$ cat config.mk
export PLATFORM = sky130hd
export DESIGN_NAME = modif_sender
export DESIGN_NICKNAME = d
export VERILOG_FILES = /design/src/rtl/modif_sender.sv
export SDC_FILE = /design/constraint.sdc
export NUM_CORES = 1
export LEC_CHECK = 0
export ABC_AREA = 1
export ABC_CLOCK_PERIOD_IN_PS = 1700
export CAP_MARGIN = 10
export CORE_MARGIN = 1
export CORE_UTILIZATION = 30
export CTS_CLUSTER_DIAMETER = 50
export DETAILED_ROUTE_END_ITERATION = 8
export SLEW_MARGIN = 10
export SYNTH_ARGS = -nofsm -noshare
export SYNTH_HDL_FRONTEND = slang
export SYNTH_SLANG_ARGS = --single-unit
$ cat constraint.sdc
create_clock -name clk -period 1.7 [get_ports clk]
set_input_delay 0.34 -clock clk [delete_from_list [all_inputs] [get_ports clk]]
set_output_delay 0.34 -clock clk [all_outputs]
set_load 0.05 [all_outputs]
$ cat src/rtl/modif_sender.sv
// Consumer side of the modification-tracking handshake: frames the modified
// buffer range as start, end, data bytes over valid/ready. Optional checksum byte: MODIF_SENDER_CSUM_EN.
module modif_sender #(
   parameter int AW      = 8,
   parameter int DW      = 8,
   parameter int HOLDOFF = 2
) (
   input  logic          clk,
   input  logic          rst,
   input  logic          is_modif,
   input  logic [AW-1:0] modif_start,
   input  logic [AW-1:0] modif_end,
   output logic          in_send,
   output logic          rd_en,
   output logic [AW-1:0] rd_addr,
   input  logic [DW-1:0] rd_data,
   output logic [DW-1:0] tx_data,
   output logic          tx_valid,
   input  logic          tx_ready,
   output logic          busy
);

`ifdef MODIF_SENDER_CSUM_EN
   typedef enum logic [3:0] {IDLE, ARM, HDR_S, HDR_E, RD, CAP, DATA, CSUM, DONE} state_t;
`else
   typedef enum logic [3:0] {IDLE, ARM, HDR_S, HDR_E, RD, CAP, DATA, DONE} state_t;
`endif

   localparam int HW = $clog2(HOLDOFF + 1);

   state_t        state;
   logic [HW-1:0] hold_cnt;
   logic [AW-1:0] a_q;
   logic [AW-1:0] e_q;
   logic [DW-1:0] tx_q;
   logic          xfer;
`ifdef MODIF_SENDER_CSUM_EN
   logic [DW-1:0] acc;
`endif

   assign xfer = tx_valid && tx_ready;

   // The checker's range only becomes valid in the HDR_S cycle itself, so the
   // start byte is taken straight from modif_start there; it is held stable
   // by the checker for the whole send.
   assign tx_data = (state == HDR_S) ? DW'(modif_start) : tx_q;

   always_ff @(posedge clk) begin
      if (rst) begin
         state    <= IDLE;
         in_send  <= 1'b0;
         rd_en    <= 1'b0;
         rd_addr  <= '0;
         tx_q     <= '0;
         tx_valid <= 1'b0;
         busy     <= 1'b0;
         hold_cnt <= HW'(HOLDOFF);
         a_q      <= '0;
         e_q      <= '0;
`ifdef MODIF_SENDER_CSUM_EN
         acc      <= '0;
`endif
      end else begin
         case (state)
            IDLE: begin
               if (hold_cnt != '0) begin
                  hold_cnt <= hold_cnt - 1'b1;
               end else if (is_modif) begin
                  state   <= ARM;
                  in_send <= 1'b1;
                  busy    <= 1'b1;
               end
            end
            ARM: begin
               state    <= HDR_S;
               tx_valid <= 1'b1;
`ifdef MODIF_SENDER_CSUM_EN
               acc      <= '0;
`endif
            end
            HDR_S: begin
               if (xfer) begin
                  a_q   <= modif_start;
                  e_q   <= modif_end;
                  tx_q  <= DW'(modif_end);
                  state <= HDR_E;
`ifdef MODIF_SENDER_CSUM_EN
                  acc   <= acc + DW'(modif_start);
`endif
               end
            end
            HDR_E: begin
               if (xfer) begin
                  tx_valid <= 1'b0;
                  rd_en    <= 1'b1;
                  rd_addr  <= a_q;
                  state    <= RD;
`ifdef MODIF_SENDER_CSUM_EN
                  acc      <= acc + tx_q;
`endif
               end
            end
            RD: begin
               rd_en <= 1'b0;
               state <= CAP;
            end
            CAP: begin
               tx_q     <= rd_data;
               tx_valid <= 1'b1;
               state    <= DATA;
            end
            DATA: begin
               if (xfer) begin
                  // Equality stop condition bounds the frame even when e < s.
                  if (a_q == e_q) begin
`ifdef MODIF_SENDER_CSUM_EN
                     tx_q  <= ~(acc + tx_q) + 1'b1;
                     state <= CSUM;
`else
                     tx_valid <= 1'b0;
                     in_send  <= 1'b0;
                     state    <= DONE;
`endif
                  end else begin
                     a_q      <= a_q + 1'b1;
                     rd_addr  <= a_q + 1'b1;
                     rd_en    <= 1'b1;
                     tx_valid <= 1'b0;
                     state    <= RD;
`ifdef MODIF_SENDER_CSUM_EN
                     acc      <= acc + tx_q;
`endif
                  end
               end
            end
`ifdef MODIF_SENDER_CSUM_EN
            CSUM: begin
               if (xfer) begin
                  tx_valid <= 1'b0;
                  in_send  <= 1'b0;
                  state    <= DONE;
               end
            end
`endif
            DONE: begin
               hold_cnt <= HW'(HOLDOFF);
               busy     <= 1'b0;
               state    <= IDLE;
            end
            default: state <= IDLE;
         endcase
      end
   end

endmodule

==> summary.md, run 1 <==
| Metric | Value |
|---|---|
| CTS clk-pin slew, worst paths | about 80 ps |
| Hold Slack | 453 ps |
| Max Slew Vio Count | 0 |
| Leading area contributor after synthesis | dfxtp_1 |
| Fin nets | 444 |
| CP Class | reg2out |
| Overall Global Routing Usage | 0.167 |
| Yosys reg bits | 41 |
| Max Cap Viol | 0 |
| Via Count | approximately 2300 |
| Worst hold path type | reg2reg |
| Total CTS buffers | 5 |
| Bufs on Longest Clock Path | 2 |
| Share of cells above drive strength 1 | 0.212 |
| CP Data Arrival Time | 1390 ps |
| Io pins | 48 |
| Post-synth cell types | 26 |
| Syn Inst Count | 345 |
| Via count of the first global-routing pass | 2078 |
| Setup crit end kind | output port |
| Crit-path max FO | 7 |
| # diodes | 0 |
| Violated checks | setup timing |
| Final hold vios | 0 |
| Area contributors post-synth | dfxtp_1 (38%), nand2_1 (20%), nor2_1 (8.6%) |
| Worst rel slew slack | 0.784 |
| FILL cells | 741 |
| Post-synthesis sequential area ratio | 0.378 |
| Synthesized Nets | 375 |
| Worst-Margin Slew | 323 ps |
| H-tree Lvls | 2 |
| Placeable core area | about 6900 um^2 |
| ANT nets after route | 0 |
| WL per Instance | 11.4 um |
| Die Height | about 87 um |
| Tcrit/Tclk final | 1.02 |
| First-pass GRT wire length | 9670 um |
| Unrepaired setup endpoints after global routing | true |
| Cell Pwr Density | roughly 1100 nW/um^2 |
| Synthesis Warnings | 0 |
| Syn avg cell area | 6.29 um^2 |
| Shortest period the worst path allows | between 1500 and 2000 ps |
| Peak VDD IR | 0.000488 V |
| DRC Markers | 0 |
| Leakage Power | 1.36 nW |
| Port-buffer cells | between 40 and 50 |
| Endpoints failing setup | 8 |
| Setup Skew | 10.0 ps |
| Cell Rows | 30 |
| Synth Cell Area | roughly 2200 um^2 |
| Area grow syn2layout | 44.6% |
| Final WS setup | -31.7 ps |
| Status | complete, but fails checks |
| Vias per cell | 4.49 |
| Setup TNS Final | -191 ps |
| Synth top area share | 0.378 |
| Largest net degree at the start of global routing | 19 |
| CTS tree | done |
| GP Congestion | 0.873 |
| DR iter-0 viols | 134 |
| Total Routed Length | 5800 um |
| Initial antenna violation count | 0 |
| Root Buffer | clkbuf_8 |
| Starting Density | 0.314 |
| Skew-Pair Late Insertion Delay | ~300 ps |
| Overflow after GRT | 0 |
| Die area | 7580 um^2 |
| Final Core Density | 0.455 |
| CP Data Required Time | ~1400 ps |
| Fmax | between 0.5 and 0.6 GHz |
| Pre-CTS WS | -64.0 ps |
| Drt first pass iters | 4 |
| Die Span X | 87.1 um |
| CTS sink count | 41 |
| Post-DP HPWL | 4310 um |
| Startpoint Class | flip-flop |
## placed cells by master (no fill, tap or decap), types with 2 or more instances in the layout
cell	Yosys	final
a21oi_1	14	14
a31oi_1	9	9
buf_12	0	9
buf_4	1	34
buf_6	2	2
clkbuf_8	0	6
clkdlybuf4s50_1	0	27
dfxtp_1	41	37
dfxtp_2	0	4
inv_1	37	34
inv_2	3	5
nand2_1	118	109
nand2_2	3	10
nand2_4	0	2
nand3_1	11	11
nand4_1	2	2
nor2_1	50	50
nor2_2	2	2
nor3_1	3	2
o21ai_0	27	21
o21ai_1	3	4
o21ai_2	0	5
xnor2_1	3	3
## repair_timing
item | in CTS | in global routing
hold buffers | 0 | 0
gates resized for setup | 18 | 13
buffers inserted | 2 | 2
endpoints found under the setup margin | 8 | 27
cloned | 1 | 0
pin swaps | 2 | 5
## area by class of cell
class | count | area, um^2 | area share
clock buffer | 6 | 82.6 | 0.0263
clock inverter | 2 | 13.8 | 0.00438
tap | 96 | 120 | 0.0383
sequential | 41 | 826 | 0.263
multi-input combinational | 254 | 1210 | 0.387
timing repair buffer | 72 | 728 | 0.232
inverter | 40 | 155 | 0.0494
## routing by layer
layer	GRT usage	vias up	wire, um
met4	0.0697	0	139
met1	0.223	1002	2830
met5	0	-	0
met2	0.260	59	2490
li1	-	1222	-
met3	0.0341	12	350
## cells in the mapped netlist
cell type / count
nor3_1: 3
nor2_4: 1
nand2_2: 3
buf_4: 1
o311ai_0: 1
buf_2: 4
nand3_2: 1
inv_1: 37
nand3_1: 11
nand4_1: 2
xor2_1: 1
clkbuf_1: 4
o21ai_0: 27
a21oi_1: 14
ha_1: 2
nor2_1: 50
a21oi_4: 1
xnor2_1: 3
buf_6: 2
inv_2: 3
nor2_2: 2
o21a_1: 1
dfxtp_1: 41
a31oi_1: 9
o21ai_1: 3
nand2_1: 118
## final timing paths
kind                                                end  slack (ps)  cells past startpoint                  start
worst max-delay path                         tx_data[4]         -30                      7  state[1]$_SDFFE_PP0P_
worst min-delay path                 rd_en$_SDFFE_PP0P_         450                      2     rd_en$_SDFFE_PP0P_
worst max register to register  rd_addr[0]$_SDFFE_PP0P_          80                     13  state[1]$_SDFFE_PP0P_
worst min register to register       rd_en$_SDFFE_PP0P_         450                      2     rd_en$_SDFFE_PP0P_
## flip-flops by register name, summed over array words and instances, names as in the netlist
register,flops
tx_q,8
in_send,1
a_q,8
rd_en,1
hold_cnt,2
rd_addr,8
state,3
busy,1
e_q,8
tx_valid,1
## stage by stage
step                cells  total power [W]  cell area (um^2)
floorplan             345          0.00198              2170
global placement      498          0.00253              2900
detailed placement    498          0.00254              2900
CTS                   509          0.00335              3080
global route          511          0.00362              3140
finish                511          0.00341              3140
## worst max-delay path, cell delays in order (launching register included)
cell and delay [ps]:
dfxtp_2 350, inv_2 50, nor2_4 130, buf_4 150
nand2_4 100, nand2_1 100, o21ai_2 70, buf_12 150
## cell families after synthesis
logic type                 synth area share
and+or+nand+nor                       0.353
xor gates and xnor gates             0.0161
buffers and inverters                0.0991
AOI/OAI and AO/OA                     0.142
DFF                                   0.378
adders and majority gates            0.0115
## power breakdown
| part | switching (W) | internal (W) |
|---|---|---|
| registers | 0.0000667 | 0.00106 |
| clock network | 0.000354 | 0.000329 |
| logic | 0.000925 | 0.000675 |
| total | 0.00135 | 0.00207 |
No activity file was read; power rests on OpenSTA's default activity.
==> run 2: changes to the inputs <==
--- a/config.mk
+++ b/config.mk
@@ -7,7 +7,7 @@
 export LEC_CHECK = 0
 export ABC_AREA = 1
 export ABC_CLOCK_PERIOD_IN_PS = 1700
-export CAP_MARGIN = 10
+export CAP_MARGIN = 0
 export CORE_MARGIN = 1
 export CORE_UTILIZATION = 30
 export CTS_CLUSTER_DIAMETER = 50
==> results of run 2 <==
Final layout, timing and power as in run 1 (identical DEF).
==> run 3: changes to the inputs <==
==> constraint.sdc (replaced) <==
create_clock -name clk -period 1.7 [get_ports clk]
set_input_delay 0.17 -clock clk [delete_from_list [all_inputs] [get_ports clk]]
set_output_delay 0.17 -clock clk [all_outputs]
set_load 0.05 [all_outputs]
==> summary.md, run 3 (same netlist as run 1, synthesis figures left out) <==
| Metric | Value |
|---|---|
| Bufs on Longest Clock Path | 2 (unchanged) |
| Setup crit end kind | output port (unchanged) |
| Io pins | 48 (unchanged) |
| Worst hold path type | reg2reg (unchanged) |
| FF-to-FF Start | a_q[5]$_SDFFE_PP0P_ (was state[1]$_SDFFE_PP0P_) |
| Endpoints failing setup | 0 (was 8) |
| CP Data Required Time | 1530 ps (was 1360 ps) |
| FF-to-FF setup slack | 140 ps (was 80 ps) |
| DR iter-0 viols | 118 (was 134) |
| Fmax | 0.616 GHz (was 0.577 GHz) |
| Crit-path max FO | 9 (was 7) |
| Via Count | 2245 (was 2295) |
| CP startpoint | state[1]$_SDFFE_PP0P_ (unchanged) |
| CP Data Arrival Time | 1450 ps (was 1390 ps) |
| GP Congestion | 0.840 (was 0.873) |
| Final Core Density | 0.440 (was 0.455) |
| Overflow after GRT | 0 (unchanged) |
| Post-cts hold buffer count | 0 (unchanged) |
| Setup Skew | 9.90 ps (was 10.0 ps) |
| CP Class | reg2out (unchanged) |
| ANT nets after route | 0 (unchanged) |
| Total Routed Length | 5680 um (was 5800 um) |
| Worst-Margin Slew | 491 ps (was 323 ps) |
| Max Slew Vio Count | 0 (unchanged) |
| First-pass GRT wire length | 9420 um (was 9670 um) |
| Worst rel slew slack | 0.672 (was 0.784) |
| Drt first pass iters | 4 (unchanged) |
| Ordered list of cells on the worst path | inv_2 > nor2_4 > nand2_4 > buf_6 > nand2_1 > o21ai_4 > buf_12 (was inv_2 > nor2_4 > buf_4 > nand2_4 > nand2_1 > o21ai_2 > buf_12) |
| Unrepaired setup endpoints after global routing | true (unchanged) |
| H-tree Lvls | 2 (unchanged) |
| Post-DP HPWL | 4390 um (was 4310 um) |
| CTS clk-pin slew, worst paths | 80 ps (about the same) |
| Hold Slack | 444 ps (was 453 ps) |
| Commonest cells after routing, fill and taps aside | nand2_1 (117), nor2_1 (50), inv_1 (36), dfxtp_1 (36), clkdlybuf4s50_1 (31) (was nand2_1 (109), nor2_1 (50), dfxtp_1 (37)) |
| WP buf/inv | 3 (unchanged) |
| Total CTS buffers | 5 (unchanged) |
| Skew-Pair Late Insertion Delay | 300 ps (about the same) |
| Via count of the first global-routing pass | 2079 (was 2078) |
| WL per Instance | 11.4 um (about the same) |
| Largest net degree at the start of global routing | 18 (was 19) |
| Tcrit/Tclk final | 0.955 (was 1.02) |
| Die Height | 87.1 um (unchanged) |
| # diodes | 0 (unchanged) |
| Most common cell after layout, fill and taps aside | nand2_1 (unchanged) |
| Slowest-stage cell, CP | dfxtp_4 (was dfxtp_2) |
| Die Span X | 87.1 um (unchanged) |
| Vias per cell | 4.49 (about the same) |
| CTS sink count | 41 (unchanged) |
| Starting Density | 0.314 (unchanged) |
| Cells on worst reg2reg path | 11 (was 13) |
| Cell Rows | 30 (unchanged) |
| DRC Markers | 0 (unchanged) |
| Shortest period the worst path allows | 1620 ps (was 1730 ps) |
| Fin nets | 433 (was 444) |
| Number of cells on the critical path | 7 (unchanged) |
| Peak VDD IR | 0.000474 V (was 0.000488 V) |
| Cell Pwr Density | 1100 nW/um^2 (was 1090 nW/um^2) |
| Initial antenna violation count | 0 (unchanged) |
| Root Buffer | clkbuf_8 (unchanged) |
| Port-buffer cells | 47 (unchanged) |
| Critical R2R Capture | a_q[7]$_SDFFE_PP0P_ (was rd_addr[0]$_SDFFE_PP0P_) |
| Slowest stage delay, CP | 370 ps (was 350 ps) |
| CP Capture Point | tx_data[1] (was tx_data[4]) |
| CTS tree | done (unchanged) |
| Leakage Power | 1.31 nW (was 1.36 nW) |
| Area grow syn2layout | 39.9% (was 44.6%) |
| Status | completed (was complete, but fails checks) |
| Die area | 7580 um^2 (unchanged) |
| Placeable core area | 6910 um^2 (unchanged) |
| Overall Global Routing Usage | 0.162 (was 0.167) |
| Startpoint Class | flip-flop (unchanged) |
| Final hold vios | 0 (unchanged) |
| Crit path max-delay family | flip-flops (unchanged) |
| Max Cap Viol | 0 (unchanged) |
| Share of cells above drive strength 1 | 0.146 (was 0.212) |
-- run 3: cell type report --
type / count / area, um^2
clock buffers: 7 / 86.3
inverters: 40 / 150
repair buffers: 62 / 647
well taps: 96 / 120
clock inverters: 1 / 30.0
flip-flops and latches: 41 / 830
fillers: 749 / 3870
multi-input cells: 253 / 1170
-- run 3: what timing repair did --
action                     4_1_cts  5_1_grt
buffers inserted                 0        1
gates resized for setup          6       10
setup endpoints to repair        6       17
-- run 3: how the worst min path moves through the flow --
stage	start	end	slack, ps	depth (start not counted)
after floorplan	rd_data[0]	tx_q[0]$_SDFFE_PP0P_	340	2
after global placement	rd_en$_SDFFE_PP0P_	rd_en$_SDFFE_PP0P_	440	2
after detailed placement	rd_en$_SDFFE_PP0P_	rd_en$_SDFFE_PP0P_	430	2
after CTS	rd_data[2]	tx_q[2]$_SDFFE_PP0P_	450	3
after global routing	rd_data[0]	tx_q[0]$_SDFFE_PP0P_	440	3
final	rd_en$_SDFFE_PP0P_	rd_en$_SDFFE_PP0P_	440	2
-- run 3: worst register-to-register path, stage by stage (launching register included) --
cell and delay (ps):
dfxtp_1 370, inv_2 110, nand2_1 60, nand2_1 50, nand2_1 70, nor2_1 130
nand3_2 180, nand2_2 140, buf_4 160, nand2_1 60, nand2_1 70, nor2_1 50
-- run 3: per-layer routing --
metal  global-route usage  wire length [um]  vias up
li1                     -                 -     1199
met1                0.212              2760      981
met2                0.259              2500       59
met3               0.0360               343        6
met4               0.0591                72        0
met5                    0                 0        -
-- run 3: through the flow --
stage | setup TNS (ps) | setup WS, ps | cell area (um^2) | cells | total power (W)
2_1_floorplan | -339 | -67.7 | 2170 | 345 | 0.00198
5_1_grt | -41.1 | -33.4 | 3040 | 500 | 0.00355
4_1_cts | 0 | 18.5 | 3000 | 499 | 0.00332
3_3_place_gp | 0 | 106 | 2860 | 491 | 0.00247
3_5_place_dp | 0 | 69.6 | 2860 | 491 | 0.00249
6_report | 0 | 76.0 | 3040 | 500 | 0.00335
-- run 3: power by group --
part | leakage (nW) | internal (W) | switching (W)
clock network | 0.0585 | 0.000479 | 0.000339
logic | 0.920 | 0.000549 | 0.000832
registers | 0.334 | 0.00107 | 0.0000846
total | 1.31 | 0.00210 | 0.00126
